===== src/rtl/coeff_pack64.sv =====
// Packs a stream of 12-bit coefficients LSB-first into 64-bit words, one
// polynomial of N_COEFF coefficients per start, with valid/ready on both sides.
//
// state | meaning
// IDLE  | waiting for start; no input accepted, no output offered
// RUN   | packing the current polynomial until its last word transfers
module coeff_pack64 #(
  parameter int N_COEFF = 256,
  parameter int Q       = 3329
) (
  input  logic        clk,
  input  logic        resetb,
  input  logic        start,
  input  logic [11:0] in_coeff,
  input  logic        in_valid,
  output logic        in_ready,
  output logic [63:0] out_data,
  output logic        out_valid,
  input  logic        out_ready,
  output logic        out_last,
  output logic        busy,
  output logic        done,
  output logic        err
);

  localparam int N_WORD = N_COEFF * 12 / 64;
  localparam int CW     = $clog2(N_COEFF + 1);
  localparam int WW     = $clog2(N_WORD + 1);

  typedef enum logic {
    IDLE = 1'b0,
    RUN  = 1'b1
  } state_t;

  state_t        state, state_n;
  logic          done_n;
  logic [75:0]   acc, acc_n;
  logic [6:0]    fill, fill_n;
  logic [CW-1:0] ccnt, ccnt_n;
  logic [WW-1:0] wcnt, wcnt_n;
  logic          err_n;
  logic          in_fire, out_fire;

  // in_ready depends only on registered state, never on out_ready.
  assign in_ready  = (state == RUN) && (fill < 7'd64) && (ccnt < CW'(N_COEFF));
  assign out_valid = (fill >= 7'd64);
  assign out_data  = acc[63:0];
  assign out_last  = out_valid && (wcnt == WW'(N_WORD - 1));
  assign busy      = (state == RUN);
  assign in_fire   = in_valid && in_ready;
  assign out_fire  = out_valid && out_ready;

  always_ff @(posedge clk or negedge resetb) begin
    if (!resetb) begin
      state <= IDLE;
      done  <= 1'b0;
    end else begin
      state <= state_n;
      done  <= done_n;
    end
  end

  always_comb begin
    state_n = state;
    done_n  = 1'b0;
    case (state)
      IDLE: begin
        if (start) state_n = RUN;
      end
      RUN: begin
        if (out_fire && out_last) begin
          state_n = IDLE;
          done_n  = 1'b1;
        end
      end
      default: state_n = IDLE;
    endcase
  end

  always_comb begin
    acc_n  = acc;
    fill_n = fill;
    ccnt_n = ccnt;
    wcnt_n = wcnt;
    err_n  = err;
    if (state == IDLE) begin
      if (start) begin
        acc_n  = '0;
        fill_n = '0;
        ccnt_n = '0;
        wcnt_n = '0;
        err_n  = 1'b0;
      end
    end else if (in_fire) begin
      // Bits at and above fill are always zero, so OR-ing places the coefficient.
      acc_n  = acc | ({64'd0, in_coeff} << fill);
      fill_n = fill + 7'd12;
      ccnt_n = ccnt + CW'(1);
      if (in_coeff >= 12'(Q)) err_n = 1'b1;
    end else if (out_fire) begin
      acc_n  = acc >> 64;
      fill_n = fill - 7'd64;
      wcnt_n = wcnt + WW'(1);
    end
  end

  always_ff @(posedge clk or negedge resetb) begin
    if (!resetb) begin
      acc  <= '0;
      fill <= '0;
      ccnt <= '0;
      wcnt <= '0;
      err  <= 1'b0;
    end else begin
      acc  <= acc_n;
      fill <= fill_n;
      ccnt <= ccnt_n;
      wcnt <= wcnt_n;
      err  <= err_n;
    end
  end

endmodule


===== config.mk =====
export PLATFORM = sky130hd
export DESIGN_NAME = coeff_pack64
export DESIGN_NICKNAME = d
export VERILOG_FILES = /design/src/rtl/coeff_pack64.sv
export SDC_FILE = /design/constraint.sdc
export NUM_CORES = 1
export LEC_CHECK = 0
export BUFFER_PORTS_ARGS = -buffer_cell sky130_fd_sc_hd__buf_2
export CAP_MARGIN = 30
export CORE_MARGIN = 5
export CORE_UTILIZATION = 30
export DETAILED_ROUTE_END_ITERATION = 8
export GPL_ROUTABILITY_DRIVEN = 0
export PLACE_DENSITY = 0.55
export SLEW_MARGIN = 20
export SYNTH_ARGS = -nofsm -noshare
export SYNTH_HDL_FRONTEND = slang
export SYNTH_SLANG_ARGS = --single-unit

===== constraint.sdc =====
create_clock -name clk -period 5 [get_ports clk]
set_input_delay 0.5 -clock clk [delete_from_list [all_inputs] [get_ports clk]]
set_output_delay 0.5 -clock clk [all_outputs]
set_load 0.02 [all_outputs]

======== Word level (Yosys, flattened, before mapping) ========
Index checks and enable logic that the tools add are counted.
operators by class
  $add $sub $neg .......................... 4
  order comparisons ....................... 4
  eq/ne operators ......................... 6
  shifts and indexed selects .............. 1
  muxes and demuxes ....................... 24
  bitwise gates (word level) .............. 2
  reduce and logical (&&, ||, !) cells .... 11
operators with widths
  operator                                                          count
  76-bit 2-to-1 mux                                                 4
  76-bit OR                                                         1
  12-bit by 7-bit << shifter with 76-bit output                     1
  7-bit 2-to-1 mux                                                  4
  9-bit 2-to-1 mux                                                  3
  6-bit 2-to-1 mux                                                  4
  12-bit >= comparator (second input constant)                      1
  9-bit by 1-bit adder with 9-bit output (second input constant)    1
  9-bit < comparator (second input constant)                        1
  1-bit 2-to-1 mux                                                  8
  7-bit by 4-bit adder with 7-bit output (second input constant)    1
  7-bit >= comparator (second input constant)                       1
  7-bit < comparator (second input constant)                        1
  7-bit subtractor (second input constant)                          1
  6-bit by 1-bit adder with 6-bit output (second input constant)    1
  6-bit == test (second input constant)                             1
  1-bit logical AND                                                 6
  2-bit by 1-bit != test with 1-bit output (second input constant)  3
  3-bit AND reduction                                               2
  2-bit AND reduction                                               2
  3-bit by 1-bit != test with 1-bit output (second input constant)  1
  2-bit != test (second input constant)                             1
  1-bit one-hot mux with 2 select lines                             1
  2-bit nonzero test                                                1
  1-bit inverter                                                    1
storage, ports and cells
  bits in registers ....................... 101
  input bits .............................. 17
  output and inout port bits .............. 70
  word-level logic and storage cells ...... 59

======== Logic depth before layout (Yosys ltp) ========
  depth after elaboration ................. 6
  depth in mapped cells ................... 7
  mapped depth without buffers ............ 5

======== Worst setup path after synthesis ========
OpenSTA, ideal clock, no wires.
  path type ............................... register to output
  start point ............................. register state, in the netlist busy
  end point ............................... output in_ready
  data arrival time ....................... 1.187 ns
  required time ........................... 4.500 ns
  slack ................................... 3.313 ns
  cell stages (with the launch flop) ...... 3
  path buffers ............................ 1
  path through ............................ dfrtp_1 buf_4 nor3b_1
between the ends
  word-level cells in the longest chain between the ends .. 2
ends and longest elaborated chain
  element                         RTL line  source
  from (decl)                     35        state_t state, state_n;
  from (signal assigned)          58        state <= state_n;
  1-bit logical AND (2 in a row)  45        assign in_ready = (state == RUN) && (fill < 7'd64) && (ccnt < CW'(N_COEFF));
  to (decl)                       16        output logic in_ready,
Every way passes these cells.

======== Worst setup path in the final report ========
  start point ............................. register fill[6]
  end point ............................... register acc[1]
between the ends
  word-level cells in the longest chain between the ends .. 6
  elaborated cells between the ends (all ways) .. 12
  those cells by class .................... 2 x order compare; 1 x eq/ne; 1 x shift; 2 x mux; 1 x bitwise; 5 x reduce/logical
ends and longest elaborated chain
  element                                                                                  RTL line  source
  from (decl)                                                                              38        logic [6:0] fill, fill_n;
  from (signal assigned)                                                                   116       fill <= fill_n;
  7-bit < comparator                                                                       45
  1-bit logical AND (2 in a row)                                                           45
  1-bit logical AND                                                                        50        assign in_fire = in_valid && in_ready;
  3-bit by 1-bit != test with 1-bit output (no line) or 76-bit 2-to-1 mux (tied branches)  -
  2-bit AND reduction (no line) or 76-bit 2-to-1 mux (tied branches)                       -
  to (signal assigned)                                                                     115       acc <= acc_n;
  to (decl)                                                                                37        logic [75:0] acc, acc_n;
Several ways; a longest one is shown, not always the timed one.
A chain may end at the register's enable or synchronous reset.

==> results.py <==
metrics = {
    "synth": {
        "synth_compound_area_share_pct": 19.4,
        "post-synth-top-area-cell": "dfrtp_1",
        "synth_nets": 555,
        "yosys_warnings": 0,
        "post_synth_num_cell_types": 51,
        "yosys_most_used_dff": "dfrtp_1",
        "synth_area_leaders": "dfrtp_1 47%, buf_4 9.5%, a22o_1 5.7%",
        "synth_seq_cells": 99,
        "main_combinational_cell_family_by_area_after_synthesis": "compound AO/OA/AOI/OAI gates",
        "synthesis.area_per_instance_um2": 9.81,
        "post_synth_inst_count": 534,
        "ys_seq_area_share_pct": 47.3,
        "syn-cell-area_um2": 5240,
        "number_of_enable_flip_flop_cells_after_synthesis": 0,
        "post_synth_fa_ha_maj_area_fraction_pct": 0.955,
        "synth-xor-area-share_pct": 0.836,
        "yosys.area_share.simple_pct": 15.6,
        "synth_mux_area_share_pct": 2.36,
        "synth_async_sr_flop_share_pct": 100,
        "yosys.area.top_type_share_pct": 47.3,
    },
    "sta": {
        "unrepaired_setup_endpoints_after_global_routing": "no",
        "relSlewSlack_pct": 45.1,
        "final-max-slew-violation-count": 0,
        "fin_hold_viols": 0,
        "finalSetupTns_ns": 0,
        "timing_worst_slew_pin_value_ns": 0.819,
        "timing.fmax_mhz": 445,
        "timing.final.setup_violations": 0,
        "finalWorstPathRequiredPeriod_ns": 2.25,
        "worst_hold_slack_ns": 0.227,
        "timing.final.crit_share_pct": 44.9,
        "worst_clock_skew_ns": 0.00948,
    },
    "cells_and_area": {
        "area_growth_pct": 7.40,
        "num-fill-cells": 1740,
        "fin_nets": 555,
        "drive_gt1_share_pct": 22.1,
        "antenna_cells_inserted": 0,
        "postLayoutCoreUtil_pct": 32.7,
        "instances_no_fill": 764,
    },
    "setup_path": {
        "cp_data_arrival_time_ns": 2.53,
        "crit_chain": "nand4bb_1, nor2_1, a221o_1",
        "crit_type": "flip-flop to flip-flop",
        "reg2reg_from": "fill[6]$_DFFE_PN0P_",
        "timing.critical_path.slowest_stage_cell": "nand4bb_1",
        "start_kind": "flip-flop",
        "crit_fanout": 18,
        "worst_path_largest_cell_delay_ns": 0.86,
        "r2r_end": "acc[1]$_DFFE_PN0P_",
        "crit_path_end_kind": "flip-flop",
        "r2r_setup_slack_ns": 2.75,
        "worst_r2r_path_depth": 3,
        "worst-endpoint-required_ns": 5.28,
    },
    "detailed_routing": {
        "totalWireLength_mm": 14.3,
        "final_routed_wire_length_divided_by_cell_count_um": 18.8,
        "remaining_drc_errors": 0,
        "drt_iter0_drc": 265,
        "drt-pass1-iter-count": 5,
        "drt.antenna.violating_nets": 0,
        "dr_total_vias": 3983,
        "viasPerCell": 5.21,
    },
    "clock_tree": {
        "number_of_h_tree_levels": 3,
        "postCtsResizedCells": 0,
        "latest_clock_arrival_within_the_worst_skew_pair_ns": 0.35,
        "cts.repair_timing.setup_buffer_count": 0,
        "clk_path_buf_depth": 2,
        "cts_tree": "yes",
        "clock_slew_at_reported_path_ffs_ns": 0.07,
        "cts.sink_count": 99,
        "clock_tree.root_cell": "clkbuf_16",
        "cts-buffers-inserted": 9,
        "cts.hold.buffers_added": 0,
    },
    "global_routing": {
        "top_usage_layer": "met2",
        "antenna_violations_before_repair": 0,
        "globalRoute.totalOverflow": 0,
        "global_route.usage.met3_pct": 4.30,
        "grt.met2_usage_pct": 22.7,
        "globalRouteMet1Util_pct": 18.8,
        "global_route.usage.total_pct": 14.1,
        "first_global_vias": 4036,
        "grt_first_pass_wirelength_mm": 22.4,
        "largest_net_degree_at_the_start_of_global_routing": 62,
    },
    "placed_design": {
        "detailed_place_hpwl_mm": 10.2,
        "numPlacedInstances": 748,
        "port-buffer-count": 86,
    },
    "die": {
        "floorplan.initialDensity_pct": 30.4,
        "die_h_um": 142,
        "design.portCount": 87,
        "design.core.area_um2": 17200,
        "placementRows": 48,
        "die_w_um": 142,
        "die_area_um2": 20200,
    },
    "flow_run": {
        "drv.max_cap_violation_count": 0,
    },
    "run_status": {
        "run_status": "finished, final reports clean",
    },
    "hold_path": {
        "hold_class": "input port to asynchronous set/reset pin",
    },
    "power_and_ir_drop": {
        "worst_ir_drop_vdd_mv": 0.240,
        "power_density_nw_per_um2": 673,
        "power.static_leakage_nw": 2.65,
        "power_mw": 3.79,
    },
}
-- cells by family (layout without fill, tap and decap cells) --
family | after synthesis | in the layout
mux | 12 | 12
compound gates | 149 | 149
fa+ha+maj | 4 | 4
simple gates | 153 | 153
xor+xnor | 5 | 5
buf+inv | 112 | 117
flops | 99 | 99
-- layer usage --
metal | wire, um | vias up
li1 | - | 1843
met1 | 6360 | 2000
met2 | 6770 | 126
met3 | 1040 | 14
met4 | 164 | 0
met5 | 0 | -
-- Yosys cell counts, types with 2 or more instances --
library cell / instances
mux2_2: 3
a21o_1: 3
o22ai_1: 4
clkbuf_1: 16
and2_1: 3
dfrtp_1: 99
and3b_1: 3
nand4b_1: 2
buf_1: 3
nand3b_1: 2
nand3_1: 8
nor3_4: 3
a221o_1: 4
a22o_1: 34
inv_1: 12
a31oi_1: 2
o32ai_1: 5
xor2_1: 5
or4_1: 2
nor3_1: 12
a21oi_1: 27
and3_1: 14
nor4_1: 2
nor2_1: 34
ha_1: 4
nor3b_1: 2
nand2_1: 47
buf_4: 66
nor2b_1: 3
o21ai_0: 49
buf_2: 11
nand4_1: 6
a221oi_1: 8
buf_6: 4
mux2i_1: 9
a22oi_1: 8
-- layout make-up --
cell class,count,area (um^2),area share (%)
multi-input combinational,323,2050,36.4
clock buffer,11,253,4.49
sequential,99,2480,44.0
clock inverter,5,65.1,1.16
timing repair buffer,89,455,8.09
tap,225,282,5.00
inverter,12,45.0,0.800
-- sequential cells by signal, indices dropped and copies added, names as in the netlist --
| signal | cells |
|---|---|
| acc | 76 |
| busy | 1 |
| fill | 5 |
| ccnt | 9 |
| wcnt | 6 |
| done | 1 |
| err | 1 |
-- through the flow --
step           cell area (um^2)  worst slack (ns)
2_1_floorplan              5240              3.31
3_3_place_gp               5310              2.92
3_5_place_dp               5310              2.77
4_1_cts                    5630              2.74
5_1_grt                    5630              2.58
6_report                   5630              2.75
-- where the power goes --
part           total (mW)  leakage [nW]  switching [mW]  internal (mW)
clock               0.742         0.157           0.320          0.422
combinational        1.66          1.24            1.05          0.604
sequential           1.39          1.25           0.271           1.12
-- cells in the final DEF (no fill, tap or decap), drive strengths merged, types with 5 or more instances in the layout --
master | netlist | final
a21oi | 27 | 27
a221oi | 8 | 8
a22o | 34 | 34
a22oi | 8 | 8
and3 | 14 | 14
buf | 84 | 89
clkbuf | 16 | 11
dfrtp | 99 | 99
inv | 12 | 15
mux2i | 9 | 9
nand2 | 48 | 48
nand3 | 8 | 8
nand4 | 6 | 6
nor2 | 35 | 35
nor3 | 15 | 15
o21ai | 49 | 49
o32ai | 5 | 5
xor2 | 5 | 5
-- how the worst max path moves through the flow --
stage                             start                   to  slack (ns)  depth (start not counted)
floorplan                busy$_DFF_PN0_             in_ready        3.31                          2
global placement    fill[6]$_DFFE_PN0P_  fill[4]$_DFFE_PN0P_        2.92                          4
detailed placement  fill[6]$_DFFE_PN0P_   acc[1]$_DFFE_PN0P_        2.77                          3
CTS                 fill[6]$_DFFE_PN0P_   acc[1]$_DFFE_PN0P_        2.74                          3
global route        fill[6]$_DFFE_PN0P_   acc[1]$_DFFE_PN0P_        2.58                          3
finish              fill[6]$_DFFE_PN0P_   acc[1]$_DFFE_PN0P_        2.75                          3
-- worst max-delay path, delay by kind of cell, from the launching register on --
family             cells  cell delay [ns]
AOI/OAI and AO/OA      1             0.21
DFF                    1             0.61
and+or+nand+nor        2             1.35
Power figures use the tool's default switching activity.
